### config.mk
export PLATFORM = sky130hd
export DESIGN_NAME = sdram_arbiter
export DESIGN_NICKNAME = d
export VERILOG_FILES = /design/src/rtl/sdram_arbiter.sv
export SDC_FILE = /design/constraint.sdc
export NUM_CORES = 1
export LEC_CHECK = 0
export ABC_AREA = 1
export BUFFER_PORTS_ARGS = -buffer_cell sky130_fd_sc_hd__buf_2
export CAP_MARGIN = 30
export CORE_ASPECT_RATIO = 0.8
export CORE_MARGIN = 2
export CORE_UTILIZATION = 43
export CTS_BUF_LIST = sky130_fd_sc_hd__clkbuf_2
export CTS_CLUSTER_SIZE = 12
export DETAILED_ROUTE_END_ITERATION = 6
export PLACE_DENSITY = 0.79
export SYNTH_ARGS = -nofsm -noshare
export SYNTH_HDL_FRONTEND = slang
export SYNTH_SLANG_ARGS = --single-unit
### constraint.sdc
create_clock -name CLOCK -period 1.3 [get_ports CLOCK]
set_input_delay 0.065 -clock CLOCK [delete_from_list [all_inputs] [get_ports CLOCK]]
set_output_delay 0.065 -clock CLOCK [all_outputs]
set_load 0.01 [all_outputs]
### src/rtl/sdram_arbiter.sv
// sdram_arbiter: two-port arbiter in front of a single sdram_basemod.
// Each side speaks the basemod call/done handshake (bit1 write, bit0 read).
// Exactly one command is outstanding at a time; the grant is held until the
// basemod's matching done bit is seen, then a one-cycle done pulse is
// returned to the owning port, followed by one release cycle.
// Optional build macro SDRAM_ARB_FIXED_PRIO_EN: port 0 always wins contention.
module sdram_arbiter #(
  parameter int AW = 24,
  parameter int DW = 16
) (
  input  logic          CLOCK,
  input  logic          RESET,
  input  logic [1:0]    iCall0,
  output logic [1:0]    oDone0,
  input  logic [AW-1:0] iAddr0,
  input  logic [DW-1:0] iData0,
  output logic [DW-1:0] oData0,
  input  logic [1:0]    iCall1,
  output logic [1:0]    oDone1,
  input  logic [AW-1:0] iAddr1,
  input  logic [DW-1:0] iData1,
  output logic [DW-1:0] oData1,
  output logic [1:0]    oCall,
  input  logic [1:0]    iDone,
  output logic [AW-1:0] oAddr,
  output logic [DW-1:0] oData,
  input  logic [DW-1:0] iData,
  output logic          oBusy
);

  typedef enum logic [1:0] {S_IDLE, S_GRANT, S_DONE, S_RELEASE} state_t;

  state_t        state_q, state_d;
  logic          last_q, last_d;   // port granted most recently
  logic          g_q, g_d;         // port owning the current grant
  logic          wr_q, wr_d;       // current op is a write
  logic [1:0]    call_q, call_d;
  logic [AW-1:0] addr_q, addr_d;
  logic [DW-1:0] wdat_q, wdat_d;
  logic [DW-1:0] rdat0_q, rdat0_d;
  logic [DW-1:0] rdat1_q, rdat1_d;
  logic [1:0]    done0_q, done0_d;
  logic [1:0]    done1_q, done1_d;
  logic          busy_q, busy_d;

  logic          req0, req1, pick1;
  logic [1:0]    sel_call;

  assign req0 = |iCall0;
  assign req1 = |iCall1;

`ifdef SDRAM_ARB_FIXED_PRIO_EN
  // Port 1 only ever gets the basemod when port 0 is silent.
  assign pick1 = req1 & ~req0;
`else
  // Round robin: under contention take the port that did not go last.
  assign pick1 = req1 & (~req0 | ~last_q);
`endif

  assign sel_call = pick1 ? iCall1 : iCall0;

  // Next-state and registered-output computation for the grant FSM.
  always_comb begin
    state_d = state_q;
    last_d  = last_q;
    g_d     = g_q;
    wr_d    = wr_q;
    call_d  = call_q;
    addr_d  = addr_q;
    wdat_d  = wdat_q;
    rdat0_d = rdat0_q;
    rdat1_d = rdat1_q;
    done0_d = 2'b00;
    done1_d = 2'b00;
    busy_d  = busy_q;
    case (state_q)
      S_IDLE: begin
        if (req0 | req1) begin
          // Both call bits set is executed as a write.
          g_d     = pick1;
          wr_d    = sel_call[1];
          call_d  = {sel_call[1], ~sel_call[1]};
          addr_d  = pick1 ? iAddr1 : iAddr0;
          wdat_d  = pick1 ? iData1 : iData0;
          last_d  = pick1;
          busy_d  = 1'b1;
          state_d = S_GRANT;
        end
      end
      S_GRANT: begin
        // Only the done bit matching our op ends the command.
        if (wr_q ? iDone[1] : iDone[0]) begin
          call_d = 2'b00;
          if (!wr_q) begin
            if (g_q) rdat1_d = iData;
            else     rdat0_d = iData;
          end
          state_d = S_DONE;
        end
      end
      S_DONE: begin
        if (g_q) done1_d = {wr_q, ~wr_q};
        else     done0_d = {wr_q, ~wr_q};
        state_d = S_RELEASE;
      end
      default: begin
        // Settling cycle: requester drops its call, basemod drops done.
        busy_d  = 1'b0;
        state_d = S_IDLE;
      end
    endcase
  end

  // State register with synchronous active-low reset.
  always_ff @(posedge CLOCK) begin
    if (!RESET) begin
      state_q <= S_IDLE;
      last_q  <= 1'b1;
      g_q     <= 1'b0;
      wr_q    <= 1'b0;
      call_q  <= '0;
      addr_q  <= '0;
      wdat_q  <= '0;
      rdat0_q <= '0;
      rdat1_q <= '0;
      done0_q <= '0;
      done1_q <= '0;
      busy_q  <= 1'b0;
    end else begin
      state_q <= state_d;
      last_q  <= last_d;
      g_q     <= g_d;
      wr_q    <= wr_d;
      call_q  <= call_d;
      addr_q  <= addr_d;
      wdat_q  <= wdat_d;
      rdat0_q <= rdat0_d;
      rdat1_q <= rdat1_d;
      done0_q <= done0_d;
      done1_q <= done1_d;
      busy_q  <= busy_d;
    end
  end

  assign oCall  = call_q;
  assign oAddr  = addr_q;
  assign oData  = wdat_q;
  assign oData0 = rdat0_q;
  assign oData1 = rdat1_q;
  assign oDone0 = done0_q;
  assign oDone1 = done1_q;
  assign oBusy  = busy_q;

endmodule

==> flow_metrics.env, run 1 <==
export IMPL_antenna_found_initial=1
export IMPL_drv_slew=0
export IMPL_ioPinCount=183
export IMPL_floorplan_die_area_um2=9330
export IMPL_wl_per_cell_um=16.3
export IMPL_track_usage=0.275
export IMPL_syn_cell_area_um2=3680
export IMPL_worstSetupPathType="input port to flop"
export IMPL_drc_errors=0
export IMPL_start_util=0.438
export IMPL_fin_nets=966
export IMPL_syn_num_nets=661
export IMPL_num_fill_cells=533
export IMPL_vias=4942
export IMPL_ant_nets=0
export IMPL_clock_skew_ps=28.2
export IMPL_cts_sinks=84
export IMPL_pre_cts_ws_ps=-29.7
export IMPL_end_kind="flop"
export IMPL_numCtsBuffers=9
export IMPL_synth_area_per_cell_um2=6.65
export IMPL_cp_arrival_ps=1920
export IMPL_drtIter0Drc=298
export IMPL_worst_endpoint_required_ps=1780
export IMPL_place_hpwl_mm=7.42
export IMPL_dr_pass1_iters=5
export IMPL_cellLeakagePower_nw=3.58
export IMPL_cts_tree="built"
export IMPL_status="finished with violations"
export IMPL_synthCells=554
export IMPL_h_tree_depth=3
export IMPL_grt_first_pass_wirelength_mm=20.5
export IMPL_drive_gt1_frac=0.384
export IMPL_mostFrequentLayoutCells="buf_2, nand2_1, dlygate4sd3_1, nor2_1, dfxtp_1"
export IMPL_hold_class="input port to flop"
export IMPL_grt_overflow_total=0
export IMPL_root_buffer="clkbuf_2"
export IMPL_die_w_um=107
export IMPL_start_kind="input port"
export IMPL_yosys_warnings=0
export IMPL_peakVddDrop_uv=1110
export IMPL_hold_violations=0
export IMPL_fin_setup_tns_ps=-3770
export IMPL_failed_checks="setup timing"
export IMPL_clock_latency_ps=520
export IMPL_final_common_cell="buf_2"
export IMPL_via_per_inst=5.06
export IMPL_rows=30
export IMPL_crit_fanout=6
export IMPL_gp_routability_congestion=0.831
export IMPL_rsz0062_at_grt="yes"
export IMPL_fp_dieH_um=86.8
export IMPL_ys_types=20
export IMPL_synth_seq_cells=84
export IMPL_coreArea_um2=8410
export IMPL_cts_clk_slew_worst_paths_ps=230
export IMPL_tightest_slew_ps=337
export IMPL_syn2layout_area_growth_pct=82.8
export IMPL_grt_max_degree=41
export IMPL_max_slew_margin=0.776
export IMPL_powerDensity_nw_per_um2=1910
export IMPL_routed_wl_mm=15.9
export IMPL_period_needed_ps=1440
export IMPL_clockBufferDepth=2
export IMPL_antenna_cells=0
export IMPL_fmax_ghz=0.693
export IMPL_post_route_period_util=1.11
export IMPL_io_buffers=182
export IMPL_holdWs_ps=312
export IMPL_cap_violations=0
export IMPL_grt_pass1_vias=4602
export IMPL_setup_violations=56
export IMPL_seq_area_frac_synth=0.457
export IMPL_setup_ws_ps=-142
## final cells by class
| cell class | instances | area [um2] | share of cell area |
|---|---|---|---|
| tap | 112 | 140 | 0.0208 |
| multi-input combinational | 386 | 2060 | 0.306 |
| timing repair inverter | 2 | 27.5 | 0.00409 |
| clock inverter | 7 | 43.8 | 0.00650 |
| timing repair buffer | 320 | 2490 | 0.370 |
| inverter | 56 | 238 | 0.0353 |
| sequential | 84 | 1690 | 0.250 |
| clock buffer | 9 | 45.0 | 0.00669 |
## worst max-delay path, stage by stage
cell and delay, ps:
dlygate4sd3_1 550, buf_2 130, nor2_1 200, nand2_1 210, nand2_8 160, clkinv_8 100
buf_12 140, clkbuf_16 160, nand3_2 60, nand2_1 60, inv_1 80
## Yosys cell counts
cell | count | area share
ha_1 | 3 | 0.010
nand2_2 | 2 | 0.0034
a21oi_1 | 6 | 0.0082
nor3_4 | 2 | 0.0088
dfxtp_1 | 84 | 0.46
o21ai_1 | 14 | 0.019
buf_1 | 3 | 0.0031
a211oi_1 | 1 | 0.0020
inv_2 | 7 | 0.0071
nor2_2 | 10 | 0.017
nand2_1 | 136 | 0.14
inv_1 | 48 | 0.049
inv_4 | 1 | 0.0017
o21ai_0 | 21 | 0.029
nand3_1 | 46 | 0.062
clkbuf_1 | 4 | 0.0041
buf_6 | 2 | 0.0061
nand4_1 | 1 | 0.0017
buf_2 | 19 | 0.026
nor2_1 | 144 | 0.15
## power by group
| part | internal, mW | total [mW] | switching, mW |
|---|---|---|---|
| Combinational | 3.52 | 7.66 | 4.14 |
| Sequential | 3.38 | 4.07 | 0.689 |
| Clock | 0.243 | 1.16 | 0.914 |
| Total | 7.14 | 12.9 | 5.74 |
## per-layer routing
| metal | routed length [um] | share of wire | GRT usage |
|---|---|---|---|
| met4 | 1160 | 0.073 | 0.163 |
| met5 | 0 | 0 | 0 |
| met3 | 1110 | 0.069 | 0.0496 |
| met2 | 7850 | 0.49 | 0.483 |
| met1 | 5790 | 0.36 | 0.312 |
## stage by stage
step	util	area [um2]	total power, mW	cells
2_1_floorplan	-	3710	6.77	554
3_3_place_gp	0.570	4790	8.32	836
3_5_place_dp	0.570	4790	8.51	836
4_1_cts	0.709	5960	10.1	956
5_1_grt	0.801	6740	13.6	976
6_report	0.801	6740	12.9	976
## cell families after synthesis
logic type      share of synthesized area
flops                               0.457
compound gates                     0.0577
fa+ha+maj                          0.0102
buf+inv                            0.0968
simple gates                        0.379
## state kept, by name, indices dropped and copies added (netlist names)
register and count:
oData 16, oDone1 2, oAddr 24, wr_q 1
oData0 16, g_q 1, state_q 2, oData1 16
last_q 1, oCall 2, oDone0 2, oBusy 1
## repair_timing
action | in CTS | in global routing
gates cloned | 1 | 14
setup buffers | 0 | 6
setup endpoints to repair | 57 | 76
endpoints found under the hold margin | 78 | 0
resized for setup | 7 | 128
hold buffers | 103 | 0
pin swaps | 0 | 52
## worst paths after layout
kind / slack (ps) / end / depth (start not counted) / start
max reg2reg: -120 / oData1[1] / 8 / state_q[0]
max: -140 / oData[8] / 11 / iCall0[0]
min reg2reg: 480 / oDone0[0] / 1 / wr_q
min: 310 / oData1[7] / 4 / iData[7]
No activity file was read; power rests on OpenSTA's default activity.
==> run 2, diff against run 1 <==
Settings changed: ABC_AREA 1 to default, CELL_PAD_IN_SITES_DETAIL_PLACEMENT from default to 0, CELL_PAD_IN_SITES_GLOBAL_PLACEMENT from default to 1, CORE_UTILIZATION 43 to 29, PLACE_DENSITY 0.79 to default, PLACE_DENSITY_LB_ADDON from default to 0.1.
==> run 2 against run 1 <==
The run still ends with setup timing left. First-iteration DRC count down 32%. Non-clock buffer count grew 10. Clock-buffer cell count unchanged. Largest cell class unchanged.
==> flow_metrics.env, run 2 <==
export IMPL_floorplan_die_area_um2=12800
export IMPL_hold_end="oCall[0]"
export IMPL_placed_cell_area_um2=4690
export IMPL_dp_cells=751
export IMPL_status="finished with violations"
export IMPL_cp_arrival_ps=1930
export IMPL_async_flop_share=0
export IMPL_synthCells=427
export IMPL_r2r_end="oCall[1]"
export IMPL_max_slew_margin=0.781
export IMPL_clockBufferDepth=2
export IMPL_place_hpwl_mm=7.57
export IMPL_ys_types=32
export IMPL_ff2ff_setup_slack_ps=-130
export IMPL_worst_endpoint_required_ps=1800
export IMPL_peakVddDrop_uv=837
export IMPL_vias=4198
export IMPL_cellLeakagePower_nw=2.94
export IMPL_cts_tree="built"
export IMPL_largest_reg_flops=24
export IMPL_r2r_start="state_q[0]"
export IMPL_syn_cell_area_um2=3450
export IMPL_synth_top_cell_by_area="dfxtp_1"
export IMPL_h_tree_depth=3
export IMPL_crit_fanout=4
export IMPL_fp_dieH_um=102
export IMPL_antenna_cells=0
export IMPL_ant_nets=0
export IMPL_synth_seq_cells=84
export IMPL_cts_sinks=84
export IMPL_yosys_warnings=0
export IMPL_final_common_cell="buf_2"
export IMPL_synth_area_leaders="dfxtp_1, nand2_1, a31oi_1, a21boi_1, o21ai_0"
export IMPL_hold_class="input port to flop"
export IMPL_start_kind="flop"
export IMPL_failed_checks="setup timing"
export IMPL_tightest_slew_ps=328
export IMPL_numCtsBuffers=9
export IMPL_ff_latch_area_um2=1710
export IMPL_antenna_found_initial=0
export IMPL_grt_pass1_vias=4129
export IMPL_drive_gt1_frac=0.426
export IMPL_synth_most_common_cell="nand2_1"
export IMPL_synthTopCellsByCount="nand2_1, dfxtp_1, a31oi_1"
export IMPL_grt_overflow_total=0
export IMPL_yosysTopAreaCellShare=0.487
export IMPL_drc_errors=0
export IMPL_syn2layout_area_growth_pct=89.0
export IMPL_cap_violations=0
export IMPL_hold_violations=0
export IMPL_clock_skew_ps=26.0
export IMPL_setup_ws_ps=-133
export IMPL_start_util=0.299
export IMPL_end_kind="flop"
export IMPL_hold_depth=5
export IMPL_coreArea_um2=11600
export IMPL_design_area_um2=6530
export IMPL_mostFrequentLayoutCells="buf_2, nand2_1, dlygate4sd3_1, dfxtp_1, o21ai_1"
export IMPL_num_fill_cells=1104
export IMPL_dr_pass1_iters=4
export IMPL_reg2regPathDepth=6
export IMPL_die_w_um=126
export IMPL_multiInputGateArea_um2=1890
export IMPL_synth_edf_count=0
export IMPL_rsz0062_at_grt="yes"
export IMPL_drtIter0Drc=202
export IMPL_fmax_ghz=0.698
export IMPL_post_route_period_util=1.10
export IMPL_min_from="iCall0[0]"
export IMPL_syn_num_nets=534
export IMPL_ioPinCount=183
export IMPL_routed_wl_mm=13.2
export IMPL_root_buffer="clkbuf_2"
export IMPL_io_buffers=182
export IMPL_wl_per_cell_um=14.8
export IMPL_cts_clk_slew_worst_paths_ps=230
export IMPL_clock_latency_ps=560
export IMPL_drv_slew=0
export IMPL_synth_area_per_cell_um2=8.09
export IMPL_worstSetupPathType="flop to flop"
export IMPL_final_cells=888
export IMPL_rows=35
export IMPL_seq_area_frac_synth=0.487
export IMPL_track_usage=0.194
export IMPL_grt_max_degree=48
export IMPL_gp_routability_congestion=0.727
export IMPL_fin_nets=842
export IMPL_period_needed_ps=1430
export IMPL_grt_first_pass_wirelength_mm=19.9
export IMPL_pre_cts_ws_ps=-126
export IMPL_via_per_inst=4.73
export IMPL_ys_flop_type="dfxtp_1"
export IMPL_powerDensity_nw_per_um2=1860
export IMPL_setup_violations=70
-- run 2: cells by family (layout without fill, tap and decap cells) --
group,Yosys count,count (layout),share of synthesized area
and+or+nand+nor,174,174,0.204
AOI/OAI and AO/OA,129,129,0.236
DFF,84,84,0.487
buffers and inverters,36,349,0.0598
adders and majority gates,3,3,0.0109
muxes,1,1,0.00290
-- run 2: power breakdown --
| group | internal, mW | switching [mW] | total (mW) |
|---|---|---|---|
| logic | 3.54 | 3.29 | 6.83 |
| registers | 3.36 | 0.468 | 3.83 |
| clock network | 0.453 | 1.01 | 1.46 |
-- run 2: critical path: stages, from the launching register on --
cell	delay (ps)
dfxtp_4	420
inv_4	60
ha_4	140
buf_4	110
buf_4	100
or4b_1	440
a21boi_1	120
-- run 2: final cells by class --
class                           instances  area share
Tap cell                              148      0.0284
Timing Repair Buffer                  330       0.400
Clock inverter                          7      0.0117
Inverter                                3     0.00249
Clock buffer                            9     0.00690
Multi-Input combinational cell        307       0.289
Sequential cell                        84       0.262
-- run 2: how the worst max path moves through the flow --
stage / start / end / slack (ps)
2_1_floorplan: state_q[1] / oData0[10] / -90
3_3_place_gp: state_q[1] / oData0[4] / -60
3_5_place_dp: state_q[0] / oAddr[9] / -130
4_1_cts: state_q[0] / oData[6] / -120
5_1_grt: state_q[0] / oData[3] / -220
6_report: state_q[0] / oCall[1] / -130
-- run 2: per-stage QoR --
step | util | power [mW] | setup TNS [ps] | hold slack [ps]
floorplan | - | 6.57 | -3740 | 200
global placement | 0.406 | 8.17 | -2050 | 317
detailed placement | 0.406 | 8.22 | -3810 | 326
CTS | 0.540 | 11.7 | -4130 | 58.3
global route | 0.565 | 12.9 | -10630 | 24.3
finish | 0.565 | 12.1 | -4160 | 90.4
-- run 2: metal layers --
metal  global-route usage  share of wire  up-vias
li1                     -              -     2076
met1                0.220           0.42     1947
met2                0.346           0.49      152
met3               0.0687          0.068       23
met4               0.0617          0.018        0
met5                    0              0        -
-- run 2: repair_timing --
action / CTS / global route
pin swaps: 6 / 26
hold endpoints to repair: 84 / 0
endpoints found under the setup margin: 65 / 89
resized for setup: 41 / 74
gates cloned: 6 / 6
setup buffers: 5 / 3
hold buffers: 103 / 0
